$ cat config.mk
export PLATFORM = sky130hd
export DESIGN_NAME = mm_result_buffer_flat
export DESIGN_NICKNAME = d
export VERILOG_FILES = /design/src/rtl/mm_result_buffer_if.sv /design/src/rtl/mm_result_buffer.sv /design/src/flat_wrapper.sv
export SDC_FILE = /design/constraint.sdc
export NUM_CORES = 2
export LEC_CHECK = 0
export BUFFER_PORTS_ARGS = -buffer_cell sky130_fd_sc_hd__buf_2
export CAP_MARGIN = 0
export CORE_MARGIN = 2
export CORE_UTILIZATION = 30
export DETAILED_ROUTE_END_ITERATION = 16
export GPL_TIMING_DRIVEN = 0
export SLEW_MARGIN = 20
export SYNTH_ARGS = -nofsm -noshare
export SYNTH_HDL_FRONTEND = slang
export SYNTH_SLANG_ARGS = --single-unit
$ cat constraint.sdc
create_clock -name clk -period 8.45 [get_ports clk]
set_input_delay 1.2675 -clock clk [delete_from_list [all_inputs] [get_ports clk]]
set_output_delay 1.2675 -clock clk [all_outputs]
set_load 0.05 [all_outputs]
$ cat src/rtl/mm_result_buffer_if.sv
// mm_result_buffer_if: RAM row-write request bus driven by the result buffer
interface mm_result_buffer_if;
  logic         lsu_mm_rbuf_ram_write_vld;
  logic         lsu_mm_rbuf_ram_write_rdy;
  logic [7:0]   lsu_mm_rbuf_ram_write_addr;
  logic [127:0] lsu_mm_rbuf_ram_write_data;
  logic [15:0]  lsu_mm_rbuf_ram_write_strb;
  modport master (
    output lsu_mm_rbuf_ram_write_vld,
    output lsu_mm_rbuf_ram_write_addr,
    output lsu_mm_rbuf_ram_write_data,
    output lsu_mm_rbuf_ram_write_strb,
    input  lsu_mm_rbuf_ram_write_rdy
  );
  modport slave (
    input  lsu_mm_rbuf_ram_write_vld,
    input  lsu_mm_rbuf_ram_write_addr,
    input  lsu_mm_rbuf_ram_write_data,
    input  lsu_mm_rbuf_ram_write_strb,
    output lsu_mm_rbuf_ram_write_rdy
  );
endinterface

$ cat src/rtl/mm_result_buffer.sv
// mm_result_buffer: gathers skewed per-lane MXU bytes into rows and drains them to RAM; MM_RBUF_RELU_EN clamps negative bytes to zero
module mm_result_buffer (
  input  logic                      clk,
  input  logic                      rst_n,
  input  logic                      lsu_mm_rbuf_ctrl_vld,
  input  logic [3:0]                lsu_mm_rbuf_ctrl_row_len,
  input  logic [3:0]                lsu_mm_rbuf_ctrl_col_len,
  input  logic [11:0]               lsu_mm_rbuf_ctrl_start_addr,
  input  logic [15:0]               mxu_lsu_rbuf_vld,
  input  logic [127:0]              mxu_lsu_rbuf_data,
  mm_result_buffer_if.master        ram,
  output logic                      lsu_mm_rbuf_done,
  output logic                      lsu_mm_rbuf_err
);
  typedef enum logic {IDLE, BUSY} state_t;
  state_t            state_q, state_d;
  logic [3:0]        row_len_q, col_len_q, rd_q, rd_d;
  logic [7:0]        base_q;
  logic [15:0][3:0]  ptr_q, ptr_d;
  logic [15:0]       full_q, full_d, cap;
  logic              vld_q, vld_d, done_q, done_d, err_q, err_d;
  logic [127:0]      entry_q [16];
  logic              start, hs, last;
  logic              unused_addr_lsbs;
  assign unused_addr_lsbs = ^lsu_mm_rbuf_ctrl_start_addr[3:0];
  function automatic logic [7:0] lane_fix(input logic [7:0] b);
`ifdef MM_RBUF_RELU_EN
    return b[7] ? 8'h00 : b;
`else
    return b;
`endif
  endfunction
  // a row is ready once every active lane has delivered more than j bytes
  function automatic logic row_ready(input logic [15:0][3:0] p, input logic [15:0] f,
                                     input logic [3:0] j, input logic [3:0] cl);
    logic r;
    r = 1'b1;
    for (int i = 0; i < 16; i++)
      if (4'(i) <= cl && !f[i] && p[i] <= j) r = 1'b0;
    return r;
  endfunction
  assign start = state_q == IDLE && lsu_mm_rbuf_ctrl_vld;
  assign hs    = vld_q && ram.lsu_mm_rbuf_ram_write_rdy;
  assign last  = hs && rd_q == row_len_q;
  // FSM state register
  always_ff @(posedge clk or negedge rst_n)
    if (!rst_n) state_q <= IDLE;
    else        state_q <= state_d;
  // FSM next state: ctrl_vld only starts a job from IDLE, last row handshake ends it
  always_comb
    state_d = state_q == IDLE ? (lsu_mm_rbuf_ctrl_vld ? BUSY : IDLE) : (last ? IDLE : BUSY);
  // per-lane receive pointers, full bits and overflow detection
  always_comb begin
    ptr_d  = ptr_q;
    full_d = full_q;
    err_d  = err_q;
    cap    = '0;
    if (start) begin
      ptr_d  = '0;
      full_d = '0;
      err_d  = 1'b0;
    end else if (state_q == BUSY) begin
      for (int i = 0; i < 16; i++)
        if (mxu_lsu_rbuf_vld[i] && 4'(i) <= col_len_q) begin
          if (full_q[i]) err_d = 1'b1;
          else begin
            cap[i]   = 1'b1;
            ptr_d[i] = ptr_q[i] + 4'd1;
            if (ptr_q[i] == row_len_q) full_d[i] = 1'b1;
          end
        end
    end
  end
  // drain pointer and registered write-valid, looking at next-cycle lane state
  always_comb begin
    rd_d   = start ? 4'd0 : rd_q + {3'd0, hs};
    vld_d  = state_d == BUSY && row_ready(ptr_d, full_d, rd_d, col_len_q);
    done_d = last;
  end
  // job configuration, pointers and status registers
  always_ff @(posedge clk or negedge rst_n)
    if (!rst_n) begin
      row_len_q <= '0;
      col_len_q <= '0;
      base_q    <= '0;
      ptr_q     <= '0;
      full_q    <= '0;
      rd_q      <= '0;
      vld_q     <= 1'b0;
      done_q    <= 1'b0;
      err_q     <= 1'b0;
    end else begin
      if (start) begin
        row_len_q <= lsu_mm_rbuf_ctrl_row_len;
        col_len_q <= lsu_mm_rbuf_ctrl_col_len;
        base_q    <= lsu_mm_rbuf_ctrl_start_addr[11:4];
      end
      ptr_q  <= ptr_d;
      full_q <= full_d;
      rd_q   <= rd_d;
      vld_q  <= vld_d;
      done_q <= done_d;
      err_q  <= err_d;
    end
  // row storage: each accepted lane byte lands at its own pointer's row
  always_ff @(posedge clk)
    for (int i = 0; i < 16; i++)
      if (cap[i]) entry_q[ptr_q[i]][i*8 +: 8] <= lane_fix(mxu_lsu_rbuf_data[i*8 +: 8]);
  // FSM outputs: write bus zeroed whenever no request is pending
  always_comb begin
    ram.lsu_mm_rbuf_ram_write_vld  = vld_q;
    ram.lsu_mm_rbuf_ram_write_addr = vld_q ? base_q + {4'd0, rd_q} : 8'd0;
    ram.lsu_mm_rbuf_ram_write_data = vld_q ? entry_q[rd_q] : '0;
    ram.lsu_mm_rbuf_ram_write_strb = vld_q ? 16'hFFFF >> (4'd15 - col_len_q) : 16'h0000;
  end
  assign lsu_mm_rbuf_done = done_q;
  assign lsu_mm_rbuf_err  = err_q;
endmodule

$ cat src/flat_wrapper.sv
// flat-port wrapper written by rule: the top's interface ports become plain ports
module mm_result_buffer_flat 
  (clk, rst_n, lsu_mm_rbuf_ctrl_vld, lsu_mm_rbuf_ctrl_row_len, lsu_mm_rbuf_ctrl_col_len, lsu_mm_rbuf_ctrl_start_addr, mxu_lsu_rbuf_vld, mxu_lsu_rbuf_data, lsu_mm_rbuf_done, lsu_mm_rbuf_err, ram_lsu_mm_rbuf_ram_write_vld, ram_lsu_mm_rbuf_ram_write_addr, ram_lsu_mm_rbuf_ram_write_data, ram_lsu_mm_rbuf_ram_write_strb, ram_lsu_mm_rbuf_ram_write_rdy);
  mm_result_buffer_if ram_i ();
  input  logic clk;
  input  logic rst_n;
  input  logic lsu_mm_rbuf_ctrl_vld;
  input  logic [3:0] lsu_mm_rbuf_ctrl_row_len;
  input  logic [3:0] lsu_mm_rbuf_ctrl_col_len;
  input  logic [11:0] lsu_mm_rbuf_ctrl_start_addr;
  input  logic [15:0] mxu_lsu_rbuf_vld;
  input  logic [127:0] mxu_lsu_rbuf_data;
  output logic lsu_mm_rbuf_done;
  output logic lsu_mm_rbuf_err;
  output wire logic [$bits(ram_i.lsu_mm_rbuf_ram_write_vld)-1:0] ram_lsu_mm_rbuf_ram_write_vld;
  output wire logic [$bits(ram_i.lsu_mm_rbuf_ram_write_addr)-1:0] ram_lsu_mm_rbuf_ram_write_addr;
  output wire logic [$bits(ram_i.lsu_mm_rbuf_ram_write_data)-1:0] ram_lsu_mm_rbuf_ram_write_data;
  output wire logic [$bits(ram_i.lsu_mm_rbuf_ram_write_strb)-1:0] ram_lsu_mm_rbuf_ram_write_strb;
  input wire logic [$bits(ram_i.lsu_mm_rbuf_ram_write_rdy)-1:0] ram_lsu_mm_rbuf_ram_write_rdy;
  assign ram_lsu_mm_rbuf_ram_write_vld = ram_i.lsu_mm_rbuf_ram_write_vld;
  assign ram_lsu_mm_rbuf_ram_write_addr = ram_i.lsu_mm_rbuf_ram_write_addr;
  assign ram_lsu_mm_rbuf_ram_write_data = ram_i.lsu_mm_rbuf_ram_write_data;
  assign ram_lsu_mm_rbuf_ram_write_strb = ram_i.lsu_mm_rbuf_ram_write_strb;
  assign ram_i.lsu_mm_rbuf_ram_write_rdy = ram_lsu_mm_rbuf_ram_write_rdy;
  mm_result_buffer u_core (.clk(clk), .rst_n(rst_n), .lsu_mm_rbuf_ctrl_vld(lsu_mm_rbuf_ctrl_vld), .lsu_mm_rbuf_ctrl_row_len(lsu_mm_rbuf_ctrl_row_len), .lsu_mm_rbuf_ctrl_col_len(lsu_mm_rbuf_ctrl_col_len), .lsu_mm_rbuf_ctrl_start_addr(lsu_mm_rbuf_ctrl_start_addr), .mxu_lsu_rbuf_vld(mxu_lsu_rbuf_vld), .mxu_lsu_rbuf_data(mxu_lsu_rbuf_data), .ram(ram_i), .lsu_mm_rbuf_done(lsu_mm_rbuf_done), .lsu_mm_rbuf_err(lsu_mm_rbuf_err));
endmodule
# Yosys cells after proc, flatten, opt, wreduce, memory -nomap -nowiden
# Memories as Yosys holds them, arrays and structs flattened.
# Index checks and enable logic that the tools add are counted.
# word_totals
in_bits	168
wordCells	380
n_memories	1
register_bits	104
ram_bits	2048
out_inout_bits	155
# op_classes
n_reduce_logical	69
magnitude_cmp	32
bitwise_logic	1
eq_ne	17
add_sub_neg	19
shifts	1
mux	215
# memory_table
name	depth	word_bits	rd	rd_ports_with_merged_regs	write_ports	line	rtl
u_core.entry_q	16	128	1	0	16	mm_result_buffer.sv:22	logic [127:0] entry_q [16];
# ops
op	count
2-to-1 mux 1 bit	173
2-to-1 mux 4 bit	33
2-to-1 mux 128 bit	1
2-to-1 mux 64 bit	2
2-to-1 mux 16 bit	5
equality test 4 bit	17
adder 4 x 1 -> 4 bit, second input constant	16
<= comparator 4 bit	16
logical AND 1 bit	52
<= comparator 4 bit, first input constant	8
<= comparator 3 x 4 -> 1 bit, first input constant	4
logical NOT 1 bit	16
right shift 16 x 4 -> 16 bit, first input constant	1
adder 8 x 4 -> 8 bit	1
<= comparator 1 x 4 -> 1 bit, first input constant	2
<= comparator 2 x 4 -> 1 bit, first input constant	2
2-to-1 mux 8 bit	1
adder 4 x 1 -> 4 bit	1
subtractor 4 bit, first input constant	1
nonzero test 2 bit	1
inverter 1 bit	1

# Depth between registers and ports, before layout
# logic_depth
depth_word	43
mapped_depth	15
ltp_nobuf	15

# Least setup slack after synthesis
# No wires, ideal clock.
# synth_timing
path_kind	input to register
start	input port lsu_mm_rbuf_ctrl_vld
end	register u_core.vld_q, in the netlist u_core.ram.lsu_mm_rbuf_ram_write_vld
setup_time_ns	0.127
required_ns	8.323
n_path_buf	3
setup_slack_ns	4.606
arrival_time_ns	3.717
stages	12
path_cell_list	nor2b_1 clkbuf_1 clkbuf_1 buf_1 nor2_1 ha_1 a21o_1 a211oi_1 a41oi_1 or4b_1 o2111ai_1 nor4_1
# synth_lines
element	line	rtl
from (decl)	flat_wrapper.sv:7	input logic lsu_mm_rbuf_ctrl_vld;
to (signal assigned)	mm_result_buffer.sv:101	vld_q <= vld_d;
to (decl)	mm_result_buffer.sv:21	logic vld_q, vld_d, done_q, done_d, err_q, err_d;

# Worst setup path in the final report
# layout_timing
start	register u_core.rd_q[1]
end	output port ram_lsu_mm_rbuf_ram_write_data[88]
# layout_between
elab_chain_cells	2
# layout_rtl
element	line	rtl
from (decl)	mm_result_buffer.sv:17	logic [3:0] row_len_q, col_len_q, rd_q, rd_d;
from (signal assigned)	mm_result_buffer.sv:100	rd_q <= rd_d;
memory read (16 x 128 bit)	n/a	
2-to-1 mux 128 bit	mm_result_buffer.sv:113	ram.lsu_mm_rbuf_ram_write_data = vld_q ? entry_q[rd_q] : '0;
to (decl)	flat_wrapper.sv:17	output wire logic [$bits(ram_i.lsu_mm_rbuf_ram_write_data)-1:0] ram_lsu_mm_rbuf_ram_write_data;
# No other way between the ends.

==> run_summary.xml <==
<?xml version="1.0" encoding="UTF-8"?>
<metrics>
  <group name="route">
    <metric name="dr.pass1.iters" unit="">8</metric>
    <metric name="detailroute.wirelength.met3" unit="um">12170</metric>
    <metric name="route.detailed.drc" unit="">0</metric>
    <metric name="drt-initial-drc-count" unit="">3460</metric>
    <metric name="routed_via_density" unit="">4.781</metric>
    <metric name="drt.antenna.violating_nets" unit="">0</metric>
    <metric name="topRoutingLayerUsed" unit="">met5</metric>
    <metric name="dr_wl_met2" unit="um">110900</metric>
    <metric name="detail_route.wl_per_cell" unit="um">25.03</metric>
    <metric name="drt-met1-wl" unit="um">91310</metric>
    <metric name="drt_wl_total" unit="um">223400</metric>
    <metric name="detailroute.via_count" unit="">42680</metric>
  </group>
  <group name="cells_and_area">
    <metric name="layout-drive-gt1-share" unit="%">29.73</metric>
    <metric name="final-instance-count-excl-fill" unit="">8927</metric>
    <metric name="area_growth_syn_to_layout" unit="%">16.99</metric>
    <metric name="nets" unit="">5123</metric>
    <metric name="layout_fillers" unit="">27070</metric>
  </group>
  <group name="critical_path">
    <metric name="slowest_delay" unit="ns">0.71</metric>
    <metric name="timing.critical_path.to_type" unit="">primary output</metric>
    <metric name="chain_of_cells_forming_the_critical_path" unit="">buf_2 &gt; clkbuf_2 &gt; buf_16 &gt; clkbuf_1 &gt; mux4_2 &gt; mux4_2 &gt; and2_1 &gt; buf_2</metric>
    <metric name="critPathRequiredTime" unit="ns">7.18</metric>
    <metric name="setup.worst_path.start_class" unit="">flip-flop</metric>
    <metric name="worst_path_arrival" unit="ns">4.75</metric>
    <metric name="crit_path_max_fanout" unit="">10</metric>
    <metric name="path_class" unit="">reg2out</metric>
    <metric name="cell_with_the_largest_stage_delay_on_the_worst_path" unit="">clkbuf_1</metric>
  </group>
  <group name="clocking">
    <metric name="clk_transition_reported_paths" unit="ns">0.07</metric>
    <metric name="cells_resized_by_post_cts_repair" unit="">0</metric>
    <metric name="cts-buffers-inserted" unit="">227</metric>
    <metric name="post_cts_buffers" unit="">0</metric>
    <metric name="tritoncts" unit="">yes</metric>
    <metric name="ctsLongestPathBuffers" unit="">4</metric>
    <metric name="cts-root-buf" unit="">clkbuf_16</metric>
    <metric name="clock_tree.htree_level_count" unit="">4</metric>
    <metric name="cts.sink_count" unit="">2152</metric>
    <metric name="worstSkewPairLatency" unit="ns">0.87</metric>
    <metric name="postCtsHoldBufs" unit="">0</metric>
  </group>
  <group name="pwr">
    <metric name="total_switching_power" unit="uW">9494</metric>
    <metric name="internal_power_summed_over_all_cells" unit="uW">21960</metric>
    <metric name="design_power_total" unit="uW">31450</metric>
    <metric name="clock_power_share" unit="%">32.8</metric>
    <metric name="leakage_power_of_the_design" unit="uW">0.03296</metric>
    <metric name="power.density_cell_area" unit="nW/um^2">307.6</metric>
    <metric name="seq_power_share" unit="%">39.5</metric>
    <metric name="combPwrFrac" unit="%">27.7</metric>
    <metric name="power.ir.vdd_worst" unit="uV">173.8</metric>
    <metric name="power.switching_fraction" unit="%">30.18</metric>
  </group>
  <group name="yosys">
    <metric name="syn_area_per_cell" unit="um^2">20.55</metric>
    <metric name="netlist-cell-type-count" unit="">62</metric>
    <metric name="ys_top_cells_by_area" unit="">edfxtp_1 70%, mux4_2 16%, dfrtp_1 3.0%</metric>
    <metric name="ys_warnings" unit="">0</metric>
    <metric name="synthesis.area" unit="um^2">87410</metric>
    <metric name="synth_cells" unit="">4254</metric>
    <metric name="synth-async-reset-ratio" unit="%">4.833</metric>
    <metric name="yosys_register_bits" unit="">2152</metric>
    <metric name="yosys-top-cells-count" unit="">2048 x edfxtp_1, 640 x mux4_2, 236 x nor2_1</metric>
    <metric name="synth_top_cell_area_share" unit="%">70.36</metric>
    <metric name="synth-edff-count" unit="">2048</metric>
    <metric name="synth_ff_type" unit="">edfxtp_1</metric>
    <metric name="yosys.area.top_type" unit="">edfxtp_1</metric>
    <metric name="syn-num-nets" unit="">4557</metric>
    <metric name="synth-seq-area-share" unit="%">73.34</metric>
    <metric name="synthMostInstantiatedCell" unit="">edfxtp_1</metric>
  </group>
  <group name="floorplan">
    <metric name="floorplan.die.height" unit="um">543.8</metric>
    <metric name="io-pin-count" unit="">323</metric>
    <metric name="width_of_the_chip" unit="um">543.8</metric>
    <metric name="coreArea" unit="um^2">290300</metric>
    <metric name="initial_utilization" unit="%">30.10</metric>
    <metric name="fp.dieArea" unit="um^2">295700</metric>
    <metric name="row_count" unit="">198</metric>
  </group>
  <group name="grt">
    <metric name="grt_pass1_wl" unit="um">318000</metric>
    <metric name="grt_start_max_net_pins" unit="">54</metric>
    <metric name="grt-ovfl-total" unit="">0</metric>
    <metric name="grt_usage" unit="%">14.91</metric>
    <metric name="grt_antenna_before_repair" unit="">56</metric>
    <metric name="first_global_vias" unit="">44210</metric>
  </group>
  <group name="timing">
    <metric name="fin_worst_skew" unit="ns">0.06384</metric>
    <metric name="rsz0062_at_grt" unit="">no</metric>
    <metric name="totalNegativeSetupSlack" unit="ns">0</metric>
    <metric name="finalSetupViolCount" unit="">0</metric>
    <metric name="timing.slew.headroom" unit="%">25.06</metric>
    <metric name="max_freq" unit="GHz">0.1663</metric>
    <metric name="worst_pin_slew" unit="ns">1.120</metric>
    <metric name="slew_viol_final" unit="">0</metric>
    <metric name="final_hold_viol_count" unit="">0</metric>
    <metric name="final.period_utilization" unit="%">71.17</metric>
    <metric name="finalWorstPathRequiredPeriod" unit="ns">6.014</metric>
  </group>
  <group name="worst_hold_path">
    <metric name="holdCritPathClass" unit="">in2async</metric>
  </group>
  <group name="run_status">
    <metric name="run_status" unit="">complete, no violations</metric>
  </group>
  <group name="run">
    <metric name="maxCapViolations" unit="">0</metric>
  </group>
  <group name="place">
    <metric name="port_buffers" unit="">318</metric>
    <metric name="gpl_wtd_cong" unit="">0.7952</metric>
    <metric name="place_hpwl" unit="um">161400</metric>
    <metric name="dpl.cell_count" unit="">8491</metric>
  </group>
</metrics>
-- metal layers --
metal,global-route usage (%),up-vias
met3,2.887,360
li1,-,18460
met1,19.01,22670
met5,0,-
met2,25.00,1155
met4,5.859,34
-- worst paths after layout --
check,startpoint,end,slack [ns],depth (start not counted)
min in group clk,u_core.base_q[0],u_core.base_q[0],0.49,2
worst min register to register,u_core.base_q[0],u_core.base_q[0],0.49,2
max in group asynchronous,rst_n,u_core.ptr_q[17],7.33,2
worst max register to register,u_core.rd_q[1],u_core.ram.lsu_mm_rbuf_ram_write_vld,3.29,14
worst min-delay path,rst_n,u_core.base_q[1],0.37,1
worst max-delay path,u_core.rd_q[1],ram_lsu_mm_rbuf_ram_write_data[88],2.44,8
-- area by class of cell --
class	count	area [um^2]	share of cell area (%)
diodes	25	62.56	0.06118
well taps	3900	4880	4.772
flip-flops and latches	2152	64100	62.69
multi-input cells	1800	22190	21.70
repair buffers	337	1889	1.848
inverters	80	300.3	0.2937
plain buffers	222	1140	1.115
clock inverters	145	1812	1.772
clock buffers	266	5887	5.757
-- registers in the layout, summed over array words and instances, names as in the netlist --
| name | cells |
|---|---|
| u_core.lsu_mm_rbuf_done | 1 |
| u_core.base_q | 8 |
| u_core.row_len_q | 4 |
| u_core.state_q | 1 |
| u_core.ptr_q | 64 |
| u_core.rd_q | 4 |
| u_core.ram.lsu_mm_rbuf_ram_write_vld | 1 |
| u_core.entry_q | 2048 |
| u_core.col_len_q | 4 |
| u_core.lsu_mm_rbuf_err | 1 |
| u_core.full_q | 16 |
-- per-stage QoR --
stage               instance area, um^2  setup slack (ns)  utilization (%)  hold WS, ns
global placement                  93880             1.832            32.33       0.4701
finish                           102300             2.436            35.22       0.3694
global route                     102200             2.264            35.21       0.3700
CTS                              102200             2.236            35.19       0.3526
floorplan                         87410             4.606                -       0.4523
detailed placement                94470             2.492            32.54       0.4739
-- cell families after synthesis --
kind of cell	count (synthesis)	share of synthesized area [%]
buffers and inverters	302	1.638
multiplexers	653	16.64
XOR/XNOR	117	1.172
flip-flops	2152	73.34
AND/OR/NAND/NOR	773	4.402
AO/OA/AOI/OAI	122	0.8690
adder cells (fa/ha/maj)	135	1.941
-- cells in the final DEF, fill, tap and decap left out, drive strengths merged, types with 8 or more instances in the layout --
master    netlist  final
and2          172    172
clkbuf        114    380
and3            8      8
buf           108    445
dfrtp         104    104
mux2i          13     13
or2            14     14
mux4          640    640
nor3           74     74
clkinvlp        0      8
nor2b          15     15
nand3          28     28
a21oi          38     38
ha            134    134
diode           0     25
clkinv          0     89
o21ai          38     38
xor2           67     67
bufinv          0     38
edfxtp       2048   2048
nand4          32     32
nor2          236    236
xnor2          50     50
nand2b         29     29
inv            80     90
nand2         139    139
-- power by group through the flow --
| stage | clock [uW] | combinational [uW] | sequential (uW) |
|---|---|---|---|
| 2_1_floorplan | 0 | 5810 | 12600 |
| 3_3_place_gp | 0 | 8690 | 12600 |
| 3_5_place_dp | 0 | 8880 | 12600 |
| 4_1_cts | 10500 | 8910 | 12400 |
| 5_1_grt | 10900 | 9390 | 12500 |
| 6_report | 10300 | 8720 | 12400 |
-- worst max-delay path, delay by kind of cell, from the launching register on --
kind	cells	cell delay (ns)
muxes	2	0.97
and+or+nand+nor	1	0.18
DFF	1	0.59
buffers and inverters	5	2.09
Power figures use the tool's default switching activity.
